### src/rtl/ctrl_pkg.sv
// ---------------------------------------------------------------------------
// ctrl_pkg
// Shared definitions for the multicycle MIPS-subset control unit:
//   - state_t      : FSM state encoding
//   - OP_* / FN_*  : opcode (IR[31:26]) and R-type funct (IR[5:0]) values
//   - ALU_*        : ALUCtrl encodings
//   - SRCA_*/SRCB_*: ALU operand select encodings
//   - IORD_*       : memory address select encodings
//   - PCS_*        : PC source select encodings
//   - DS_*         : register write-data select encodings
//   - REGDST_*     : destination register select encodings
//   - EXC_*        : exception cause codes
// Build option: MULTDIV_EN adds the multiply/divide states and constants.
// ---------------------------------------------------------------------------
package ctrl_pkg;

  typedef enum logic [4:0] {
    S_RESET,
    S_FETCH,
    S_DECODE,
    S_EXEC_R,
    S_EXEC_I,
    S_WB,
    S_MEM_ADDR,
    S_MEM_RD,
    S_MEM_WB,
    S_MEM_WR,
    S_BRANCH,
    S_JUMP,
`ifdef MULTDIV_EN
    S_MD_START,
    S_MD_WAIT,
    S_MD_WB,
`endif
    S_EXC1,
    S_EXC2,
    S_EXC3,
    S_HALT
  } state_t;

  localparam logic [5:0] OP_RTYPE = 6'h00;
  localparam logic [5:0] OP_ADDI  = 6'h08;
  localparam logic [5:0] OP_LW    = 6'h23;
  localparam logic [5:0] OP_SW    = 6'h2B;
  localparam logic [5:0] OP_BEQ   = 6'h04;
  localparam logic [5:0] OP_BNE   = 6'h05;
  localparam logic [5:0] OP_J     = 6'h02;
  localparam logic [5:0] OP_HALT  = 6'h3F;

  localparam logic [5:0] FN_ADD   = 6'h20;
  localparam logic [5:0] FN_SUB   = 6'h22;
  localparam logic [5:0] FN_AND   = 6'h24;
`ifdef MULTDIV_EN
  localparam logic [5:0] FN_MULT  = 6'h18;
  localparam logic [5:0] FN_DIV   = 6'h1A;
`endif

  localparam logic [2:0] ALU_PASSA = 3'b000;
  localparam logic [2:0] ALU_ADD   = 3'b001;
  localparam logic [2:0] ALU_SUB   = 3'b010;
  localparam logic [2:0] ALU_AND   = 3'b011;
  localparam logic [2:0] ALU_CMP   = 3'b111;

  localparam logic [1:0] SRCA_PC     = 2'b00;
  localparam logic [1:0] SRCA_A      = 2'b01;
  localparam logic [1:0] SRCB_B      = 2'b00;
  localparam logic [1:0] SRCB_FOUR   = 2'b01;
  localparam logic [1:0] SRCB_IMM    = 2'b10;
  localparam logic [1:0] SRCB_IMM_SH = 2'b11;

  localparam logic [1:0] IORD_PC     = 2'b00;
  localparam logic [1:0] IORD_ALUOUT = 2'b01;
  localparam logic [1:0] IORD_VEC    = 2'b10;

  localparam logic [1:0] PCS_ALU     = 2'b00;
  localparam logic [1:0] PCS_ALUOUT  = 2'b01;
  localparam logic [1:0] PCS_JUMP    = 2'b10;
  localparam logic [1:0] PCS_MDR     = 2'b11;

  localparam logic [1:0] DS_ALUOUT   = 2'b00;
  localparam logic [1:0] DS_MDR      = 2'b01;
`ifdef MULTDIV_EN
  localparam logic [1:0] DS_HILO     = 2'b10;
`endif

  localparam logic [1:0] REGDST_RT   = 2'b00;
  localparam logic [1:0] REGDST_RD   = 2'b01;

  localparam logic [1:0] EXC_OPCODE  = 2'b00;
  localparam logic [1:0] EXC_OVF     = 2'b01;
`ifdef MULTDIV_EN
  localparam logic [1:0] EXC_DIV0    = 2'b10;
`endif

endpackage

### src/rtl/ctrl_wait_cnt.sv
// ---------------------------------------------------------------------------
// ctrl_wait_cnt
// 3-bit memory wait-state counter. Counts while enabled, clears on request
// and flags the last wait cycle (count == MEM_WAIT-1).
// Ports:
//   i_clk   : clock
//   i_reset : synchronous active-high reset
//   i_clear : return count to zero (state change)
//   i_en    : advance count this cycle
//   o_tc    : terminal count, high on the final wait cycle
// ---------------------------------------------------------------------------
module ctrl_wait_cnt #(
  parameter int unsigned MEM_WAIT = 2
) (
  input  logic i_clk,
  input  logic i_reset,
  input  logic i_clear,
  input  logic i_en,
  output logic o_tc
);

  logic [2:0] r_cnt;

  // Clear wins over counting so every new state starts its wait from zero.
  always_ff @(posedge i_clk) begin
    if (i_reset || i_clear) begin
      r_cnt <= '0;
    end else if (i_en) begin
      r_cnt <= r_cnt + 3'd1;
    end
  end

  // Terminal value is one below the latency, so a wait lasts MEM_WAIT cycles.
  assign o_tc = (r_cnt == 3'(MEM_WAIT - 1));

endmodule

### src/rtl/ctrl_unit_mc.sv
// ---------------------------------------------------------------------------
// ctrl_unit_mc
// Multicycle control FSM for the MIPS-subset datapath. Moore decoder of the
// state and wait counter (BRANCH PC_Write is the single Mealy output).
// Build option: define MULTDIV_EN to include the multiply/divide handshake.
// Ports:
//   i_clk, i_reset        : clock, synchronous active-high reset
//   i_Eq, i_Ofw           : ALU equality / overflow flags
//   i_OPCODE, i_FUNCT     : instruction fields from IR
//   i_md_done, i_md_div0  : mult/div unit completion and divide-by-zero
//   o_PC_Write .. o_EPC_Write : datapath selects and write enables
//   o_md_start, o_md_op   : mult/div start pulse and operation
//   o_exc_code            : cause of the most recent exception
//   o_reset_out, o_halted : datapath reset, halt indicator
// ---------------------------------------------------------------------------
module ctrl_unit_mc
  import ctrl_pkg::*;
#(
  parameter int unsigned MEM_WAIT   = 2,
  parameter int unsigned EXC_ADDR_W = 2
) (
  input  logic                  i_clk,
  input  logic                  i_reset,
  input  logic                  i_Eq,
  input  logic                  i_Ofw,
  input  logic [5:0]            i_OPCODE,
  input  logic [5:0]            i_FUNCT,
  input  logic                  i_md_done,
  input  logic                  i_md_div0,
  output logic                  o_PC_Write,
  output logic [1:0]            o_IorD,
  output logic                  o_MEM_write_or_read,
  output logic                  o_IR_Write,
  output logic [1:0]            o_RegDst,
  output logic                  o_RegWrite,
  output logic                  o_AB_Write,
  output logic [1:0]            o_ALUSrcA,
  output logic [1:0]            o_ALUSrcB,
  output logic [2:0]            o_ALUCtrl,
  output logic                  o_ALUOut_Write,
  output logic [1:0]            o_PCSource,
  output logic [1:0]            o_DataSrc,
  output logic                  o_EPC_Write,
  output logic                  o_md_start,
  output logic                  o_md_op,
  output logic [EXC_ADDR_W-1:0] o_exc_code,
  output logic                  o_reset_out,
  output logic                  o_halted
);

  state_t                r_state;
  state_t                w_next;
  logic [EXC_ADDR_W-1:0] r_exc_code;
  logic [EXC_ADDR_W-1:0] w_exc_sel;
  logic                  w_cnt_en;
  logic                  w_tc;
  logic                  w_clear;

`ifndef MULTDIV_EN
  logic w_unused_md;
  assign w_unused_md = i_md_done | i_md_div0;
`endif

  assign w_clear    = (w_next != r_state);
  assign o_exc_code = r_exc_code;

  ctrl_wait_cnt #(.MEM_WAIT(MEM_WAIT)) u_wait_cnt (
    .i_clk   (i_clk),
    .i_reset (i_reset),
    .i_clear (w_clear),
    .i_en    (w_cnt_en),
    .o_tc    (w_tc)
  );

  // State register; reset overrides any in-progress wait or handshake.
  always_ff @(posedge i_clk) begin
    if (i_reset) begin
      r_state <= S_RESET;
    end else begin
      r_state <= w_next;
    end
  end

  // The cause is captured only on the transition into EXC1 and then held.
  always_ff @(posedge i_clk) begin
    if (i_reset) begin
      r_exc_code <= '0;
    end else if (w_next == S_EXC1) begin
      r_exc_code <= w_exc_sel;
    end
  end

  // Next-state and output decode; everything defaults to idle first.
  always_comb begin
    w_next              = r_state;
    w_exc_sel           = EXC_ADDR_W'(EXC_OPCODE);
    w_cnt_en            = 1'b0;
    o_PC_Write          = 1'b0;
    o_IorD              = IORD_PC;
    o_MEM_write_or_read = 1'b0;
    o_IR_Write          = 1'b0;
    o_RegDst            = REGDST_RT;
    o_RegWrite          = 1'b0;
    o_AB_Write          = 1'b0;
    o_ALUSrcA           = SRCA_PC;
    o_ALUSrcB           = SRCB_B;
    o_ALUCtrl           = ALU_PASSA;
    o_ALUOut_Write      = 1'b0;
    o_PCSource          = PCS_ALU;
    o_DataSrc           = DS_ALUOUT;
    o_EPC_Write         = 1'b0;
    o_md_start          = 1'b0;
    o_md_op             = 1'b0;
    o_reset_out         = 1'b0;
    o_halted            = 1'b0;
    case (r_state)
      S_RESET: begin
        o_reset_out = 1'b1;
        w_next      = S_FETCH;
      end
      S_FETCH: begin
        w_cnt_en = 1'b1;
        if (w_tc) begin
          o_IR_Write = 1'b1;
          o_PC_Write = 1'b1;
          o_ALUSrcA  = SRCA_PC;
          o_ALUSrcB  = SRCB_FOUR;
          o_ALUCtrl  = ALU_ADD;
          o_PCSource = PCS_ALU;
          w_next     = S_DECODE;
        end
      end
      S_DECODE: begin
        // Branch target is precomputed here while the opcode is dispatched.
        o_AB_Write     = 1'b1;
        o_ALUOut_Write = 1'b1;
        o_ALUSrcA      = SRCA_PC;
        o_ALUSrcB      = SRCB_IMM_SH;
        o_ALUCtrl      = ALU_ADD;
        case (i_OPCODE)
          OP_RTYPE: begin
            case (i_FUNCT)
              FN_ADD, FN_SUB, FN_AND: w_next = S_EXEC_R;
`ifdef MULTDIV_EN
              FN_MULT, FN_DIV:        w_next = S_MD_START;
`endif
              default:                w_next = S_EXC1;
            endcase
          end
          OP_ADDI:      w_next = S_EXEC_I;
          OP_LW, OP_SW: w_next = S_MEM_ADDR;
          OP_BEQ, OP_BNE: w_next = S_BRANCH;
          OP_J:         w_next = S_JUMP;
          OP_HALT:      w_next = S_HALT;
          default:      w_next = S_EXC1;
        endcase
      end
      S_EXEC_R: begin
        o_ALUSrcA      = SRCA_A;
        o_ALUSrcB      = SRCB_B;
        o_ALUOut_Write = 1'b1;
        if (i_FUNCT == FN_SUB) begin
          o_ALUCtrl = ALU_SUB;
        end else if (i_FUNCT == FN_AND) begin
          o_ALUCtrl = ALU_AND;
        end else begin
          o_ALUCtrl = ALU_ADD;
        end
        // AND cannot overflow, so the flag is ignored for it.
        if (i_Ofw && (i_FUNCT != FN_AND)) begin
          w_exc_sel = EXC_ADDR_W'(EXC_OVF);
          w_next    = S_EXC1;
        end else begin
          w_next = S_WB;
        end
      end
      S_EXEC_I: begin
        o_ALUSrcA      = SRCA_A;
        o_ALUSrcB      = SRCB_IMM;
        o_ALUCtrl      = ALU_ADD;
        o_ALUOut_Write = 1'b1;
        if (i_Ofw) begin
          w_exc_sel = EXC_ADDR_W'(EXC_OVF);
          w_next    = S_EXC1;
        end else begin
          w_next = S_WB;
        end
      end
      S_WB: begin
        o_RegWrite = 1'b1;
        o_DataSrc  = DS_ALUOUT;
        o_RegDst   = (i_OPCODE == OP_RTYPE) ? REGDST_RD : REGDST_RT;
        w_next     = S_FETCH;
      end
      S_MEM_ADDR: begin
        o_ALUSrcA      = SRCA_A;
        o_ALUSrcB      = SRCB_IMM;
        o_ALUCtrl      = ALU_ADD;
        o_ALUOut_Write = 1'b1;
        w_next         = (i_OPCODE == OP_SW) ? S_MEM_WR : S_MEM_RD;
      end
      S_MEM_RD: begin
        o_IorD   = IORD_ALUOUT;
        w_cnt_en = 1'b1;
        if (w_tc) begin
          w_next = S_MEM_WB;
        end
      end
      S_MEM_WB: begin
        o_DataSrc  = DS_MDR;
        o_RegDst   = REGDST_RT;
        o_RegWrite = 1'b1;
        w_next     = S_FETCH;
      end
      S_MEM_WR: begin
        o_IorD              = IORD_ALUOUT;
        o_MEM_write_or_read = 1'b1;
        w_next              = S_FETCH;
      end
      S_BRANCH: begin
        o_ALUSrcA  = SRCA_A;
        o_ALUSrcB  = SRCB_B;
        o_ALUCtrl  = ALU_CMP;
        o_PCSource = PCS_ALUOUT;
        o_PC_Write = (i_OPCODE == OP_BNE) ? !i_Eq : i_Eq;
        w_next     = S_FETCH;
      end
      S_JUMP: begin
        o_PCSource = PCS_JUMP;
        o_PC_Write = 1'b1;
        w_next     = S_FETCH;
      end
`ifdef MULTDIV_EN
      S_MD_START: begin
        o_md_start = 1'b1;
        o_md_op    = (i_FUNCT == FN_DIV);
        w_next     = S_MD_WAIT;
      end
      S_MD_WAIT: begin
        // md_div0 only has meaning in the cycle md_done is high.
        if (i_md_done) begin
          if (i_md_div0) begin
            w_exc_sel = EXC_ADDR_W'(EXC_DIV0);
            w_next    = S_EXC1;
          end else begin
            w_next = S_MD_WB;
          end
        end
      end
      S_MD_WB: begin
        o_RegWrite = 1'b1;
        o_DataSrc  = DS_HILO;
        o_RegDst   = REGDST_RD;
        w_next     = S_FETCH;
      end
`endif
      S_EXC1: begin
        // PC already points past the faulting instruction; EPC gets PC-4.
        o_EPC_Write = 1'b1;
        o_ALUSrcA   = SRCA_PC;
        o_ALUSrcB   = SRCB_FOUR;
        o_ALUCtrl   = ALU_SUB;
        w_next      = S_EXC2;
      end
      S_EXC2: begin
        o_IorD   = IORD_VEC;
        w_cnt_en = 1'b1;
        if (w_tc) begin
          w_next = S_EXC3;
        end
      end
      S_EXC3: begin
        o_PCSource = PCS_MDR;
        o_PC_Write = 1'b1;
        w_next     = S_FETCH;
      end
      S_HALT: begin
        o_halted = 1'b1;
      end
      default: begin
        w_next = S_RESET;
      end
    endcase
  end

endmodule

### config.mk
export PLATFORM = sky130hd
export DESIGN_NAME = ctrl_unit_mc
export DESIGN_NICKNAME = d
export VERILOG_FILES = /design/src/rtl/ctrl_pkg.sv /design/src/rtl/ctrl_wait_cnt.sv /design/src/rtl/ctrl_unit_mc.sv
export SDC_FILE = /design/constraint.sdc
export NUM_CORES = 1
export LEC_CHECK = 0
export BUFFER_PORTS_ARGS = -buffer_cell sky130_fd_sc_hd__buf_4
export CAP_MARGIN = 20
export CORE_MARGIN = 5
export CORE_UTILIZATION = 50
export DETAILED_ROUTE_END_ITERATION = 8
export PLACE_DENSITY = 0.8
export SLEW_MARGIN = 5
export SYNTH_ARGS = -nofsm -noshare
export SYNTH_HDL_FRONTEND = slang
export SYNTH_SLANG_ARGS = --single-unit
### constraint.sdc
create_clock -name i_clk -period 2.4 [get_ports i_clk]
set_clock_uncertainty 0.15 [all_clocks]
set_input_delay 0.24 -clock i_clk [delete_from_list [all_inputs] [get_ports i_clk]]
set_output_delay 0.24 -clock i_clk [all_outputs]
set_load 0.01 [all_outputs]
Word level (Yosys, flattened, before mapping)
Cells that the tools add are included.
{"block": "totals", "input_bits": 18, "out_inout_bits": 28, "register_bits": 10}
{"block": "classes", "muxes": 36, "addsub": 1, "eq_ne": 29, "n_reduce_logical": 17}
{"cell": "$pmux W5 S10", "n": 1}
{"cell": "$eq A5 B4 Y1 const B", "n": 9}
{"cell": "$eq A6 B6 Y1 const B", "n": 6}
{"cell": "$pmux W5 S6", "n": 1}
{"cell": "$eq A5 B3 Y1 const B", "n": 4}
{"cell": "$mux W1", "n": 19}
{"cell": "$mux W4", "n": 4}
{"cell": "$mux W5", "n": 3}
{"cell": "$pmux W3 S5", "n": 1}
{"cell": "$eq A6 B3 Y1 const B", "n": 2}
{"cell": "$reduce_or A2 Y1", "n": 6}
{"cell": "$eq A5 B2 Y1 const B", "n": 2}
{"cell": "$reduce_or A3 Y1", "n": 3}
{"cell": "$pmux W2 S4", "n": 1}
{"cell": "$reduce_or A4 Y1", "n": 2}
{"cell": "$reduce_or A7 Y1", "n": 1}
{"cell": "$eq A6 B2 Y1 const B", "n": 1}
{"cell": "$eq A6 B4 Y1 const B", "n": 1}
{"cell": "$logic_not A6 Y1", "n": 1}
{"cell": "$ne A6 B6 Y1 const B", "n": 1}
{"cell": "$pmux W2 S3", "n": 1}
{"cell": "$eq A5 B1 Y1 const B", "n": 1}
{"cell": "$logic_not A5 Y1", "n": 1}
{"cell": "$ne A5 B5 Y1", "n": 1}
{"cell": "9 further kinds", "n": 10}

Logic depth before layout (Yosys ltp)
{"block": "depth", "depth_word": 7, "mapped_depth": 9}

Hierarchy
From an unflattened synthesis, not the netlist that was laid out.
{"block": "hier_totals", "hier_cells": 173, "hier_area_um2": 1218.7}
{"mod": "ctrl_unit_mc", "area_each_um2": 1071.0, "cells_each": 159, "n_inst": 1}
{"mod": "ctrl_wait_cnt", "area_each_um2": 147.6, "cells_each": 14, "n_inst": 1}

Worst setup path before layout
Ideal clock, no wire load.
{"block": "synth_path", "kind": "register to register", "start": "reg u_wait_cnt.r_cnt[0]", "end": "reg u_wait_cnt.r_cnt[1]", "t_required_ps": 2147, "path_buffers": 0, "t_arrival_ps": 1908, "setup_time_ps": 103, "stages_incl_launch_ff": 8, "path_slack_ps": 239, "path_cell_list": "dfxtp_1 -> ha_1 -> nor2b_1 -> nor3_1 -> a2111oi_1 -> o31a_1 -> o2111ai_1 -> a2111oi_2"}
{"block": "synth_via", "elab_chain_cells": 5}
{"item": "start: declaration", "line_no": "ctrl_wait_cnt.sv:22", "rtl": "logic [2:0] r_cnt;"}
{"item": "start signal: assignment", "line_no": "ctrl_wait_cnt.sv:29", "rtl": "r_cnt <= r_cnt + 3'd1;"}
{"item": "$eq A3 B1 Y1", "line_no": "ctrl_wait_cnt.sv:34", "rtl": "assign o_tc = (r_cnt == 3'(MEM_WAIT - 1));"}
{"item": "$mux W5, on equally long branches", "line_no": "ctrl_unit_mc.sv:268, ctrl_unit_mc.sv:123, ctrl_unit_mc.sv:205"}
{"item": "$pmux W5 S10", "line_no": "ctrl_unit_mc.sv:116", "rtl": "case (r_state)"}
{"item": "$ne A5 B5 Y1", "line_no": "ctrl_unit_mc.sv:64", "rtl": "assign w_clear = (w_next != r_state);"}
{"item": "$logic_or A1 B1 Y1", "line_no": "ctrl_wait_cnt.sv:26", "rtl": "if (i_reset || i_clear) begin"}
Several ways; a longest one is shown, not always the timed one.
A chain may end at the register's enable or synchronous reset.

Final worst setup path
{"block": "layout_path", "start": "reg r_state[3]", "end": "reg r_exc_code[0], in the netlist o_exc_code[0]"}
{"block": "layout_via", "elab_chain_cells": 4}
{"item": "start: declaration", "line_no": "ctrl_unit_mc.sv:51", "rtl": "state_t r_state;"}
{"item": "start signal: assignment", "line_no": "ctrl_unit_mc.sv:80", "rtl": "r_state <= w_next;"}
{"item": "$eq A5 B4 Y1 (tied with other cells)", "line_no": "ctrl_unit_mc.sv:116"}
{"item": "$reduce_or A7 Y1 (no line)"}
{"item": "$pmux W5 S10", "line_no": "ctrl_unit_mc.sv:116"}
{"item": "$eq A5 B4 Y1", "line_no": "ctrl_unit_mc.sv:88", "rtl": "end else if (w_next == S_EXC1) begin"}
{"item": "end signal: assignment", "line_no": "ctrl_unit_mc.sv:89", "rtl": "r_exc_code <= w_exc_sel;"}
{"item": "end: declaration", "line_no": "ctrl_unit_mc.sv:53", "rtl": "logic [EXC_ADDR_W-1:0] r_exc_code;"}
Several ways; a longest one is shown, not always the timed one.

==> results.sh <==
export IMPL_status="finished, final reports clean"
export IMPL_hold_viol_final=0
export IMPL_die_w_um=60.9
export IMPL_critPathRequiredTime_ps=2390
export IMPL_grt_pass1_vias=1472
export IMPL_cp_arrival_ps=2330
export IMPL_cts_hold_buf=0
export IMPL_finalWeightedCongestion=0.928
export IMPL_postRouteAntennaNets=0
export IMPL_synth_area_leaders="dfxtp_1, nor2_1, buf_4"
export IMPL_numPortBuffers=37
export IMPL_drt_iter0_drc=124
export IMPL_yosysSeqAreaShare=0.139
export IMPL_nets=255
export IMPL_fin_util=0.733
export IMPL_layout_worst_path_cycle_share=0.977
export IMPL_hold_path_class="input pin to flop"
export IMPL_powerDensity_mw_per_mm2=207
export IMPL_slowest_delay_ps=360
export IMPL_first_pass_iters=4
export IMPL_clk_latency_ps=260
export IMPL_cp_end_kind="flop"
export IMPL_cpLargestDelayFamily="simple AND/OR/NAND/NOR gates"
export IMPL_cts_tree="done"
export IMPL_diodes=0
export IMPL_ir_drop_mv=0.270
export IMPL_route_detailed_drc=0
export IMPL_slew_headroom=0.645
export IMPL_cp_max_fo=6
export IMPL_slowest_stage="dfxtp_2"
export IMPL_io_pins=46
export IMPL_path_buf_inv=2
export IMPL_final_setup_worst_slack_ps=54.3
export IMPL_drv_slew=0
export IMPL_cts_root_buf="clkbuf_4"
export IMPL_yosys_warnings=0
export IMPL_grt_pass1_wl_mm=7.04
export IMPL_synth_edf_count=0
export IMPL_netlist_instances=179
export IMPL_clock_sinks=9
export IMPL_max_freq_ghz=0.426
export IMPL_numCtsBuffers=3
export IMPL_crit_chain="or2_2, buf_4, or2_1, o31a_1, buf_4, nor4_4, a311oi_1"
export IMPL_synth_ff_type="dfxtp_1"
export IMPL_vias=1623
export IMPL_vias_per_cell=6.15
export IMPL_dieArea_mm2=0.00371
export IMPL_post_dp_hpwl_mm=3.52
export IMPL_drt_total_wl_mm=4.62
export IMPL_synth_area_per_cell_um2=7.24
export IMPL_wl_per_cell_um=17.5
export IMPL_grt_max_degree=14
export IMPL_leakagePower_nw=0.741
export IMPL_maxCapViolCount=0
export IMPL_die_y_um=60.9
export IMPL_start_util=0.523
export IMPL_setup_viol=0
export IMPL_clkTransAtPathRegs_ps=60
export IMPL_cts_buffer_depth=2
export IMPL_yosys_area_top_type_share=0.139
export IMPL_grt_overflow_total=0
export IMPL_post_place_ws_ps=-129
export IMPL_worst_slew_pin_transition_ps=524
export IMPL_fin_crit_ps=2350
export IMPL_worstSetupPathType="flop to flop"
export IMPL_antenna_found_initial=0
export IMPL_fin_area_mm2=0.00182
export IMPL_async_reset_ff_frac=0
export IMPL_core_mm2=0.00248
export IMPL_synth_distinct_cells=63
export IMPL_htreeDepth=1
export IMPL_synth_top_area_cell="dfxtp_1"
export IMPL_cts_setup_buffers=0
export IMPL_rows=18
export IMPL_synth_area_mm2=0.00130
export IMPL_drive_gt1_frac=0.389
export IMPL_total_power_uw=377
export IMPL_cpMostUsedCell="buf_4"
export IMPL_cp_start_kind="flop"
export IMPL_syn2layout_area_growth_pct=40.2
export IMPL_dpl_cell_area_mm2=0.00170
export IMPL_grtUsageTotal=0.249
export IMPL_synth_seq_cells=9
-- worst register-to-register path: cells and delay by family (launching register included) --
kind                   cells  cell delay, ps
buffers and inverters      2             330
AOI/OAI and AO/OA          2             490
DFF                        1             360
and+or+nand+nor            3             890
-- registers in the layout (all words and copies together) (netlist names) --
| name | count |
|---|---|
| o_exc_code | 1 |
| r_state | 5 |
| u_wait_cnt.r_cnt | 3 |
-- cell usage in the layout, fill, tap and decap left out, types with 2 or more instances in the layout --
master,count
clkbuf_4,3
inv_1,4
a311oi_1,2
dfxtp_2,5
nor3_1,8
a211oi_4,2
nand3b_1,2
or3_1,5
nand2_1,12
nand2b_1,7
a21o_1,2
o21a_1,2
o21ai_0,7
buf_4,61
a22oi_1,2
and3_1,3
or3b_2,2
xnor2_1,3
nor2b_1,2
xor2_1,3
nor2_1,26
a21oi_1,9
dfxtp_1,3
o211ai_1,4
conb_1,7
o31ai_1,2
a211oi_1,3
-- cell usage after synthesis, drive strengths merged (2+ instances only) --
| master | instances |
|---|---|
| and3 | 3 |
| a311oi | 3 |
| nand2b | 7 |
| xor2 | 3 |
| o211ai | 5 |
| nand2 | 12 |
| clkbuf | 3 |
| nor2 | 26 |
| or3b | 3 |
| xnor2 | 3 |
| a211oi | 5 |
| o21ai | 8 |
| or2 | 2 |
| dfxtp | 9 |
| nor2b | 3 |
| o21a | 2 |
| a2111oi | 3 |
| a21oi | 10 |
| buf | 13 |
| or3 | 5 |
| a22oi | 2 |
| nor3 | 8 |
| ha | 2 |
| o31ai | 2 |
| a21o | 2 |
| nor4 | 2 |
| nand3b | 2 |
| nor4b | 2 |
| inv | 5 |
-- metal layers --
layer	vias to the layer above	part of all wire	GRT usage	wire length, um
met5	-	0	0	0
met4	0	0.031	0.108	142
met3	19	0.098	0.0128	454
met2	108	0.49	0.417	2270
met1	740	0.38	0.331	1750
li1	756	-	-	-
-- through the flow --
step	cells	TNS (ps)	hold slack, ps
finish	264	0	18.0
global route	264	-7.19	18.6
CTS	264	0	19.5
detailed placement	260	-295	300
global placement	260	0	293
floorplan	185	0	162
-- power breakdown --
part	switching, mW	leakage, nW	internal [mW]	total [mW]
registers	0.00547	0.0758	0.151	0.157
clock network	0.0502	0.0150	0.0639	0.114
logic	0.0588	0.650	0.0472	0.106
-- layout make-up --
type | instances | area, um^2
clock buffer | 4 | 26.3
multi-input combinational | 154 | 1080
sequential | 9 | 190
timing repair buffer | 61 | 458
inverter | 6 | 22.5
tap | 30 | 37.5
fill | 199 | 661
-- cell families (layout without fill, tap and decap cells) --
| kind of cell | count (synthesis) | in the layout | synth area share |
|---|---|---|---|
| multiplexers | 2 | 2 | 0.0164 |
| AO/OA/AOI/OAI | 53 | 53 | 0.318 |
| AND/OR/NAND/NOR | 84 | 84 | 0.360 |
| XOR/XNOR | 6 | 6 | 0.0405 |
| flip-flops | 9 | 9 | 0.139 |
| adder cells (fa/ha/maj) | 2 | 2 | 0.0193 |
| other | 1 | 7 | 0.00289 |
| buffers and inverters | 22 | 71 | 0.104 |
-- path summary, 6_finish.rpt --
path / from / to / slack (ps) / cells after the start
max: r_state[3] / o_exc_code[0] / 50 / 7
min: i_reset / r_state[1] / 20 / 2
max reg2reg: r_state[3] / o_exc_code[0] / 50 / 7
min reg2reg: o_exc_code[0] / o_exc_code[0] / 370 / 2
-- repair_timing --
action | 4_1_cts | 5_1_grt
gates resized for setup | 3 | 20
setup endpoints to repair | 5 | 5
gates cloned | 0 | 0
pin swaps | 1 | 4
(Power assumes the default switching activity.)
